## src/rtl/calc_pkg.sv

```systemverilog
// Shared calculator types: source count, select width, arbiter state and output bundle.
package calc_pkg;
  localparam int NUM_SRC = 4;
  localparam int SEL_W   = 2;
  localparam int HOLD_W  = 8;

  typedef enum logic {IDLE, GRANT} arb_state_t;

  typedef struct packed {
    logic [NUM_SRC-1:0] gnt;
    logic [SEL_W-1:0]   sel;
    logic               out_valid;
  } arb_out_t;
endpackage

```

## src/rtl/rr_pick.sv

```systemverilog
// Rotate-priority encoder: first set req bit searching last+1, last+2, ... wrapping to last.
module rr_pick
  import calc_pkg::*;
(
  input  logic [NUM_SRC-1:0] req,
  input  logic [SEL_W-1:0]   last,
  output logic [SEL_W-1:0]   pick,
  output logic               any
);
  always_comb begin
    logic [SEL_W-1:0] idx;
    idx  = '0;
    pick = last;
    any  = |req;
    // Walk farthest-first so the nearest candidate after last overwrites.
    for (int k = NUM_SRC; k >= 1; k--) begin
      idx = last + SEL_W'(k);
      if (req[idx]) pick = idx;
    end
  end
endmodule

```

## src/rtl/out_mux_arbiter.sv

```systemverilog
// Round-robin owner of the 4:1 result mux with optional hold limit and a bubble on every handover.
// OUT_ARB_PRIO0_EN: requester 0 gets fixed priority and preempts other owners.
module out_mux_arbiter
  import calc_pkg::*;
#(
  parameter int MAX_HOLD = 8
) (
  input  logic                clk,
  input  logic                rst,
  input  logic [NUM_SRC-1:0]  req,
  output logic [NUM_SRC-1:0]  gnt,
  output logic [SEL_W-1:0]    sel,
  output logic                out_valid
);
  localparam logic [HOLD_W-1:0] HOLD_LIM = HOLD_W'(MAX_HOLD);

  arb_state_t        state, state_nx;
  logic [SEL_W-1:0]  last, last_nx;
  logic [HOLD_W-1:0] hold_cnt, hold_nx;
  arb_out_t          o_q, o_nx;

  logic [SEL_W-1:0]  rr_idx, pick;
  logic              rr_any, prio_rel, timeout, rel_c;

  rr_pick u_pick (
    .req  (req),
    .last (last),
    .pick (rr_idx),
    .any  (rr_any)
  );

`ifdef OUT_ARB_PRIO0_EN
  assign pick     = req[0] ? '0 : rr_idx;
  assign prio_rel = (o_q.sel != '0) && req[0];
`else
  assign pick     = rr_idx;
  assign prio_rel = 1'b0;
`endif

  assign timeout = (MAX_HOLD != 0) && (hold_cnt == HOLD_LIM);
  assign rel_c   = !req[o_q.sel] || timeout || prio_rel;

  always_comb begin
    state_nx = state;
    last_nx  = last;
    hold_nx  = hold_cnt;
    o_nx     = o_q;
    case (state)
      IDLE: begin
        if (rr_any) begin
          o_nx.gnt       = NUM_SRC'(1) << pick;
          o_nx.sel       = pick;
          o_nx.out_valid = 1'b1;
          hold_nx        = HOLD_W'(1);
          state_nx       = GRANT;
        end
      end
      GRANT: begin
        if (rel_c) begin
          // Pointer moves past the owner even on timeout; sel is kept for the mux.
          o_nx.gnt       = '0;
          o_nx.out_valid = 1'b0;
          last_nx        = o_q.sel;
          state_nx       = IDLE;
        end else if (hold_cnt != '1) begin
          hold_nx = hold_cnt + HOLD_W'(1);
        end
      end
      default: state_nx = IDLE;
    endcase
  end

  always_ff @(posedge clk or posedge rst) begin
    if (rst) begin
      state    <= IDLE;
      last     <= SEL_W'(NUM_SRC - 1);
      hold_cnt <= '0;
      o_q      <= '0;
    end else begin
      state    <= state_nx;
      last     <= last_nx;
      hold_cnt <= hold_nx;
      o_q      <= o_nx;
    end
  end

  assign gnt       = o_q.gnt;
  assign sel       = o_q.sel;
  assign out_valid = o_q.out_valid;
endmodule
```

## config.mk

```make
export PLATFORM = sky130hd
export DESIGN_NAME = out_mux_arbiter
export DESIGN_NICKNAME = d
export VERILOG_FILES = /design/src/rtl/calc_pkg.sv /design/src/rtl/rr_pick.sv /design/src/rtl/out_mux_arbiter.sv
export SDC_FILE = /design/constraint.sdc
export NUM_CORES = 1
export LEC_CHECK = 0
export ABC_AREA = 1
export ABC_CLOCK_PERIOD_IN_PS = 1400
export CAP_MARGIN = 15
export CORE_ASPECT_RATIO = 1.5
export CORE_MARGIN = 4
export CORE_UTILIZATION = 49
export DETAILED_ROUTE_END_ITERATION = 7
export PLACE_DENSITY = 0.74
export SLEW_MARGIN = 25
export SYNTH_ARGS = -nofsm -noshare
export SYNTH_HDL_FRONTEND = slang
export SYNTH_SLANG_ARGS = --single-unit
```

## constraint.sdc

```tcl
create_clock -name clk -period 1.4 [get_ports clk]
set_input_delay 0.28 -clock clk [delete_from_list [all_inputs] [get_ports clk]]
set_output_delay 0.28 -clock clk [all_outputs]
set_load 0.02 [all_outputs]
```

Yosys cells after proc, flatten, opt, wreduce, memory -nomap -nowiden
Cells that the tools add are included.
{"block": "classes", "addsub": 4, "magnitude_cmp": 4, "n_eq_ne": 6, "shifts": 1, "mux": 23, "bitwise": 1, "n_reduce_logical": 7}
{"op": "two-way mux 8 bit", "n": 3}
{"op": "case mux 8 bit (2 select lines)", "n": 1}
{"op": "less-than comparator 2 x 3 -> 1 bit, second input constant", "n": 4}
{"op": "adder 8 x 1 -> 8 bit, second input constant", "n": 1}
{"op": "binary-select mux 1 bit (select 2 bit)", "n": 4}
{"op": "== test 8 x 4 -> 1 bit, second input constant", "n": 1}
{"op": "inequality test 8 bit, second input constant", "n": 1}
{"op": "case mux 4 bit (2 select lines)", "n": 1}
{"op": "two-way mux 1 bit", "n": 7}
{"op": "two-way mux 7 bit", "n": 1}
{"op": "two-way mux 2 bit", "n": 3}
{"op": "AND reduction 2 bit", "n": 3}
{"op": "adder 2 bit, second input constant", "n": 2}
{"op": "two-way mux 4 bit", "n": 1}
{"op": "inequality test 2 x 1 -> 1 bit, second input constant", "n": 2}
{"op": "inequality test 2 bit, second input constant", "n": 2}
{"op": "case mux 1 bit (2 select lines)", "n": 2}
{"op": "OR reduction 4 bit", "n": 1}
{"op": "left shift 1 x 2 -> 4 bit, first input constant", "n": 1}
{"op": "AND reduction 3 bit", "n": 1}
{"op": "adder 2 x 1 -> 2 bit, second input constant", "n": 1}
{"op": "zero test 1 bit", "n": 1}
{"op": "logical OR 1 bit", "n": 1}
{"op": "NOT 1 bit", "n": 1}
{"block": "totals", "register_bits": 18, "out_inout_bits": 7, "word_cells": 52}

Logic depth before layout (Yosys ltp)
Gate-level depths: netlist of the first run.
{"block": "logic_depth", "word_depth": 9, "ltp_mapped": 12}

By module
A second synthesis of the first run with hierarchy kept.
{"block": "unflattened", "hier_cells": 183, "hier_area_um2": 1243.7}
{"module": "out_mux_arbiter", "n_inst": 1, "cells_each": 140, "area_each_um2": 1039.7}
{"module": "rr_pick", "n_inst": 1, "cells_each": 43, "area_each_um2": 203.9}

Least setup slack after synthesis of the first run
OpenSTA, ideal clock, no wires.
{"block": "synth_timing", "path_type": "reg-to-reg", "from": "register last[0]", "to": "register o_q, in the netlist gnt[0]", "setup_time_ps": 118, "arrival_time_ps": 1277, "required_ps": 1282, "setup_slack_ps": 5, "stages_incl_launch_ff": 13, "path_buffers": 1, "period_less_slack_ps": 1395, "cell_sequence": "dfstp_2 buf_6 inv_2 nand2_1 nand2_1 nand2_1 nand2_1 inv_1 nand2_1 nand2_1 nand2_1 nand3_1 nand2_1"}
{"block": "synth_via", "elab_chain_cells": 9, "elab_cells_between_ends": 15, "classes_between": "add/sub: 3; shift: 1; mux: 11"}
{"item": "start, declared", "line": "out_mux_arbiter.sv:18", "text": "logic [SEL_W-1:0] last, last_nx;"}
{"item": "start signal, assigned", "line": "out_mux_arbiter.sv:76", "text": "last <= SEL_W'(NUM_SRC - 1);"}
{"item": "start signal, assigned", "line": "out_mux_arbiter.sv:81", "text": "last <= last_nx;"}
{"item": "adder 2 bit", "line": "rr_pick.sv:17", "text": "idx = last + SEL_W'(k);"}
{"item": "binary-select mux 1 bit (select 2 bit)", "line": "rr_pick.sv:18", "text": "if (req[idx]) pick = idx;"}
{"item": "two-way mux 1 bit (not written as such)", "line": "rr_pick.sv:18"}
{"item": "two-way mux 2 bit (2 in a row)", "line": "rr_pick.sv:18"}
{"item": "two-way mux 2 bit *", "line": "rr_pick.sv:18"}
{"item": "left shift 1 x 2 -> 4 bit *", "line": "out_mux_arbiter.sv:51", "text": "o_nx.gnt = NUM_SRC'(1) << pick;"}
{"item": "two-way mux 7 bit *", "line": "out_mux_arbiter.sv:50", "text": "if (rr_any) begin"}
{"item": "case mux 4 bit (2 select lines) *", "line": "out_mux_arbiter.sv:48", "text": "case (state)"}
{"item": "end signal, assigned", "line": "out_mux_arbiter.sv:83", "text": "o_q <= o_nx;"}
{"item": "end, declared", "line": "out_mux_arbiter.sv:20", "text": "arb_out_t o_q, o_nx;"}
Every way passes the cells marked *; elsewhere a longest branch is shown, timed or not. The select of a mux whose other input is x is not followed.
A chain may end at the register's enable or synchronous reset.

Final worst setup path of the first run
{"block": "layout_timing", "from": "register last[0]", "to": "register o_q, in the netlist gnt[1]"}
Same word-level chain as after synthesis.

==> results of run 1 <==
## placed cells by master (no fill, tap or decap), types with 4 or more instances in the layout
cell / Yosys / final
nand2_2: 2 / 26
inv_1: 17 / 9
o21ai_2: 2 / 6
buf_4: 0 / 14
nand3_1: 18 / 11
inv_2: 2 / 9
nand3_2: 0 / 6
nand2_1: 60 / 28
o21ai_1: 4 / 5
dfrtp_1: 16 / 13
nand2_4: 1 / 10
dlygate4sd2_1: 0 / 7
nor2_1: 9 / 8
clkdlybuf4s50_1: 0 / 4
## power breakdown
part / switching, W / total [W] / internal (W) / leakage (nW)
clock: 0.000157 / 0.000315 / 0.000159 / 0.0210
sequential: 0.000262 / 0.000981 / 0.000720 / 0.224
combinational: 0.00153 / 0.00259 / 0.00106 / 0.573
total: 0.00195 / 0.00388 / 0.00194 / 0.818
## what timing repair did
action,CTS,global route
resized for setup,32,56
pin swaps,15,23
gates cloned,1,0
setup endpoints to repair,21,18
buffers inserted,1,4
## worst paths after layout
path,depth (start not counted),slack [ns],from,to
worst min-delay path,3,0.29,rst,state
worst min register to register,2,0.49,out_valid,out_valid
worst max register to register,11,-0.15,last[0],gnt[1]
min in group clk,2,0.49,out_valid,out_valid
worst max-delay path,11,-0.15,last[0],gnt[1]
max in group asynchronous,3,0.86,rst,last[1]
## area by class of cell
| type | instances | share of cell area [%] |
|---|---|---|
| multi-input cells | 122 | 48.65 |
| flip-flops and latches | 18 | 27.44 |
| repair buffers | 29 | 15.56 |
| inverters | 19 | 4.436 |
| clock buffers | 4 | 2.180 |
| well taps | 23 | 1.729 |
## layer usage
layer  wire length [µm]  track usage, %  share of wire, %
met1               1138           21.71                37
met2               1794           39.43                58
met3                 92           4.054               3.0
met4                 82           11.42               2.6
met5                  0               0                 0
## stage by stage
stage	TNS, ns	util (%)	instance area [µm²]
global route	-2.791	74.51	1664
finish	-1.220	74.51	1664
floorplan	0	-	1141
global placement	-4.718	60.90	1360
CTS	-0.6770	65.60	1465
detailed placement	-5.228	60.90	1360
## flip-flops by register name (all words and copies together) (netlist names)
| signal | count |
|---|---|
| gnt | 4 |
| hold_cnt | 8 |
| last | 2 |
| out_valid | 1 |
| sel | 2 |
| state | 1 |
## cell usage after synthesis
| library cell | instances | area [µm²] |
|---|---|---|
| xor2_1 | 1 | 8.760 |
| or2_2 | 1 | 6.260 |
| dfstp_2 | 2 | 52.55 |
| nand3_1 | 18 | 90.09 |
| o21ai_0 | 7 | 35.03 |
| nand2_4 | 1 | 11.26 |
| ha_1 | 2 | 25.02 |
| inv_2 | 2 | 7.510 |
| inv_1 | 17 | 63.81 |
| nor3b_1 | 2 | 15.01 |
| o211ai_1 | 1 | 7.510 |
| nor2_1 | 9 | 33.78 |
| nand4_1 | 3 | 18.77 |
| dfrtp_1 | 16 | 400.4 |
| o21ai_2 | 2 | 17.52 |
| a21oi_1 | 3 | 15.01 |
| buf_6 | 2 | 22.52 |
| nand2_1 | 60 | 225.2 |
| nand2_2 | 2 | 12.51 |
| o21ai_1 | 4 | 20.02 |
| xnor2_1 | 1 | 8.760 |
| o22ai_2 | 1 | 12.51 |
| buf_2 | 2 | 10.01 |
| nor2_2 | 1 | 6.260 |
| nand3b_1 | 2 | 15.01 |
## logic make-up after synthesis
family / count (synthesis)
simple gates: 99
fa+ha+maj: 2
xor+xnor: 2
compound gates: 18
buf+inv: 23
flops: 18
## critical path, cell delays in order (launching register included)
cell	delay, ns
dfstp_2	0.63
buf_12	0.14
nand2_4	0.05
nand2_4	0.09
nand2_2	0.07
nand2_1	0.06
inv_1	0.04
nand2_1	0.07
nand2_2	0.09
inv_2	0.08
nand3_2	0.07
nand2_1	0.08
==> run_results.csv, run 1 <==
group,metric,value,unit
run_status,status,"finished with violations",
run_status,violations,"negative setup slack",
yosys,synth_top_family_by_area,"simple AND/OR/NAND/NOR gates",
routing,avgRoutedWirePerCell,14.46,µm
worst_setup_path,worstSetupStartpointType,"flip-flop",
routing,via_per_inst,5.558,
power,peakVddDrop,1224,µV
yosys,syn-num-nets,170,
power,power,0.003884,W
worst_hold_path,holdCritPathClass,"input port to async pin",
timing,period_share,110.8,%
global_routing,antenna_found_initial,0,
finish,fin_cells,215,
yosys,synthXorXnorAreaFrac,1.535,%
power,p_leak,0.8175,nW
placed_design,routabilityCongestion,0.8301,
routing,vias,1195,
finish,antennaDiodeCount,0,
yosys,synth_adder_area_share,2.193,%
worst_setup_path,cp.required,1.64,ns
finish,num-fill-cells,165,
cts,cts_tree,"yes",
cts,clock_latency,0.30,ns
timing,drv_slew,0,
yosys,synth-compound-area-share,9.430,%
global_routing,grt_pass1_wl,4995,µm
die,die_area,3181,µm²
yosys,yosysUniqueCellTypes,25,
die,start_util,51.09,%
timing,fin_crit,1.552,ns
die,core,2233,µm²
placed_design,dp_hpwl,2046,µm
placed_design,dp_cells,205,
worst_setup_path,worstPathArrival,1.79,ns
timing,grt_setup_unrepaired,"yes",
cts,cts_sinks,18,
placed_design,portBuffers,12,
die,rows,21,
yosys,ys_seq_area_share,39.69,%
routing,drt_wl_total,3108,µm
timing,setup_ws,-0.1517,ns
global_routing,globalRouteTotalUtil,21.69,%
timing,finClkSkew,0.005741,ns
die,die_x,47.40,µm
finish,nets,201,
cts,clk_pin_slew,0.10,ns
finish,register_area,456.7,µm²
yosys,syn_area_per_cell,7.044,µm²
timing,maxSlewHeadroom,75.04,%
power,power_density,2334,nW/µm²
yosys,synthCells,162,
yosys,yosysWarnings,0,
cts,cts-root-buf,"clkbuf_4",
routing,drc,0,
placed_design,place_worst_setup_slack,-0.3851,ns
finish,multi_input_area,809.5,µm²
cts,holdBufCountCts,0,
routing,dr.pass1.iters,4,
timing,holdWs,0.2887,ns
worst_setup_path,end_kind,"flip-flop",
flow_run,maxCapViolCount,0,
yosys,yosys.area_share.simple,38.05,%
finish,areaGrowthSynthToFinish,45.83,%
yosys,synthMuxAreaShare,0,%
global_routing,grt_max_degree,19,
yosys,syn_area,1141,µm²
timing,setup_viol,14,
yosys,ys_seq_elements,18,
routing,drt_iter0_markers,28,
worst_setup_path,critPathKind,"flip-flop to flip-flop",
finish,drive_above_1_share,47.92,%
routing,postRouteAntennaNets,0,
cts,h-tree-depth,1,
cts,cts_buffer_depth,2,
timing,fmax,0.6444,GHz
timing,hold_viol_final,0,
worst_setup_path,crit_fanout,5,
global_routing,grt.overflow.total,0,
die,ios,13,
timing,worstMarginPinSlew,0.3744,ns
global_routing,grt_pass1_vias,1217,
cts,cts_buffers,3,
die,die_h,67.10,µm
Power figures use the tool's default switching activity.
==> inputs of run 2 (changes only) <==
ABC_AREA = not set   (was 1)
CORE_UTILIZATION = 48   (was 49)
==> run_results.csv, run 2 <==
group,metric,value,unit
run_status,status,"finished with violations",
run_status,violations,"negative setup slack",
power,power_density,2099,nW/µm²
power,p_int,0.001955,W
die,start_util,49.94,%
finish,antennaDiodeCount,0,
timing,drv_slew,0,
yosys,synth.top_cells.by_area,"dfrtp_1 40%, dfstp_2 5.2%, o21ai_0 4.0%",
die,die_x,45.50,µm
placed_design,place_area,1366,µm²
timing,fin_setup_tns,-8.977,ns
yosys,synth_commonest_cells,"16 x dfrtp_1, 9 x nand2_1, 8 x inv_1, 8 x o21ai_0",
worst_setup_path,end_kind,"flip-flop",
power,p_comb_share,67.6,%
finish,nets,157,
yosys,yosysWarnings,0,
yosys,syn-num-nets,109,
power,peakVddDrop,1471,µV
routing,dr.pass1.iters,4,
flow_run,maxCapViolCount,0,
worst_hold_path,holdCritPathClass,"input port to async pin",
timing,fin_crit,2.021,ns
yosys,ys_seq_elements,18,
worst_setup_path,cp.required,1.63,ns
yosys,yosysMostFrequentCell,"dfrtp_1",
worst_setup_path,slowest_delay,0.48,ns
routing,vias,1015,
finish,layout_common_cells,"28 x buf_4, 16 x dfrtp_1, 8 x nand2_1, 7 x dlygate4sd2_1",
global_routing,grt.overflow.total,0,
cts,cts_buffers,3,
die,core,2027,µm²
yosys,ys.flop_type,"dfrtp_1",
cts,holdBufCountCts,0,
worst_setup_path,r2r_start,"hold_cnt[0]",
global_routing,grt_max_degree,19,
cts,clock_latency,0.29,ns
finish,layout_commonest_cell,"buf_4",
cts,cts_sinks,18,
global_routing,grt_pass1_vias,1044,
worst_setup_path,worstSetupStartpointType,"flip-flop",
yosys,synthCells,101,
timing,setup_viol,16,
yosys,synth_top_cell_by_area,"dfrtp_1",
global_routing,grt_pass1_wl,4519,µm
cts,h-tree-depth,1,
yosys,async_reset_ff_share,100.0,%
yosys,synth_top_area_share,39.56,%
power,p_leak,0.7289,nW
die,rows,20,
finish,drive_above_1_share,49.66,%
die,ios,13,
timing,finClkSkew,0.0008647,ns
finish,largest_reg_flops,8,
routing,postRouteAntennaNets,0,
timing,worstMarginPinSlew,0.3948,ns
global_routing,antenna_found_initial,0,
timing,hold_viol_final,0,
worst_setup_path,worstPathArrival,2.25,ns
worst_setup_path,slowest_stage,"or4b_4",
worst_setup_path,regToRegEndpoint,"last[0]",
yosys,syn_area_per_cell,10.02,µm²
placed_design,routabilityCongestion,0.8227,
yosys,ys_seq_area_share,44.75,%
worst_setup_path,crit_chain,"inv_2 > ha_4 > or4b_4 > o41a_1 > nor2_2 > mux2_2",
finish,regMostFlops,"hold_cnt",
power,swShare,43.65,%
power,netSwitchingPower,0.001514,W
yosys,syn_area,1012,µm²
placed_design,dp_hpwl,1980,µm
cts,cts_buffer_depth,2,
die,die_h,64.24,µm
power,clock_power_share,7.3,%
routing,via_per_inst,6.006,
routing,drt_wl_total,3010,µm
routing,avgRoutedWirePerCell,17.81,µm
finish,final_cell_area,1653,µm²
power,p_seq_share,25.1,%
timing,grt_setup_unrepaired,"yes",
cts,cts-root-buf,"clkbuf_4",
worst_setup_path,critPathKind,"flip-flop to flip-flop",
die,die_area,2923,µm²
timing,period_share,144.4,%
cts,clk_pin_slew,0.10,ns
timing,setup_ws,-0.6213,ns
timing,maxSlewHeadroom,73.44,%
placed_design,portBuffers,12,
routing,drt_iter0_markers,28,
global_routing,globalRouteTotalUtil,21.10,%
finish,areaGrowthSynthToFinish,63.29,%
cts,cts_tree,"yes",
routing,drc,0,
worst_setup_path,r2r_cells,6,
worst_setup_path,reg2reg_slack,-0.62,ns
yosys,yosysUniqueCellTypes,35,
worst_setup_path,crit_fanout,3,
timing,fmax,0.4947,GHz
yosys,synth_edf_count,0,
## run 2: cell count changes after synthesis, sizes merged, moves of 3 or more
cell    delta
o311ai     +4
inv       -11
nand2b     +3
o21ai      -5
nor2       -4
nand2     -53
clkbuf     +4
nand3     -15
mux2       +3
o31ai      +5
a21o       +3
buf        -4
## run 2: worst max path at each step
stage                start           to  cells after the start
3_3_place_gp        req[0]  hold_cnt[0]                      5
3_5_place_dp        req[0]      last[0]                      5
6_report       hold_cnt[0]      last[0]                      6
4_1_cts        hold_cnt[0]      last[0]                      6
5_1_grt        hold_cnt[1]      last[0]                      6
2_1_floorplan  hold_cnt[0]      last[0]                      6
## run 2: final cells by class
class | count | area [µm²]
clock buffer | 3 | 22.52
fill | 116 | 374.1
inverter | 8 | 30.03
multi-input combinational | 71 | 715.7
sequential | 18 | 452.9
tap | 22 | 27.53
timing repair buffer | 47 | 404.1
## run 2: logic make-up (layout without fill, tap and decap cells)
group	count (synthesis)	after routing	synth area share [%]
DFF	18	18	44.75
buffers and inverters	12	58	4.450
AOI/OAI and AO/OA	32	32	24.72
adders and majority gates	2	2	2.472
and+or+nand+nor	32	32	16.69
muxes	5	5	6.921
## run 2: what timing repair did
action / CTS / global route
resized for setup: 27 / 36
pin swaps: 4 / 5
setup buffers: 4 / 4
endpoints found under the setup margin: 25 / 20
## run 2: power by group through the flow
stage	Combinational [W]	Sequential (W)	Clock, W
5_1_grt	0.00251	0.000891	0.000277
6_report	0.00234	0.000871	0.000254
4_1_cts	0.00187	0.000862	0.000260
3_5_place_dp	0.00169	0.000866	0
3_3_place_gp	0.00165	0.000857	0
2_1_floorplan	0.000796	0.000955	0
## run 2: worst max-delay path, delay by kind of cell (launching register included)
kind,cells,cell delay [ns]
multiplexers,1,0.34
AO/OA/AOI/OAI,1,0.38
flip-flops,1,0.41
adder cells (fa/ha/maj),1,0.13
AND/OR/NAND/NOR,2,0.62
buffers and inverters,1,0.09
## run 2: through the flow
stage	setup WS (ns)	util (%)	total power (W)	instances	hold WS (ns)
after CTS	-0.5677	72.10	0.002995	165	0.3119
after floorplan	-0.5628	-	0.001751	101	0.2171
after global placement	-0.5922	67.41	0.002510	158	0.4680
after global routing	-0.6846	81.54	0.003682	169	0.3319
final	-0.6213	81.54	0.003469	169	0.3029
after detailed placement	-0.6157	67.41	0.002558	158	0.4813
## run 2: per-layer routing
metal	part of all wire, %	GRT usage [%]	up-vias
met1	34	21.39	504
met5	0	0	-
met3	3.3	2.817	8
met2	60	38.46	32
li1	-	-	471
met4	2.6	11.36	0
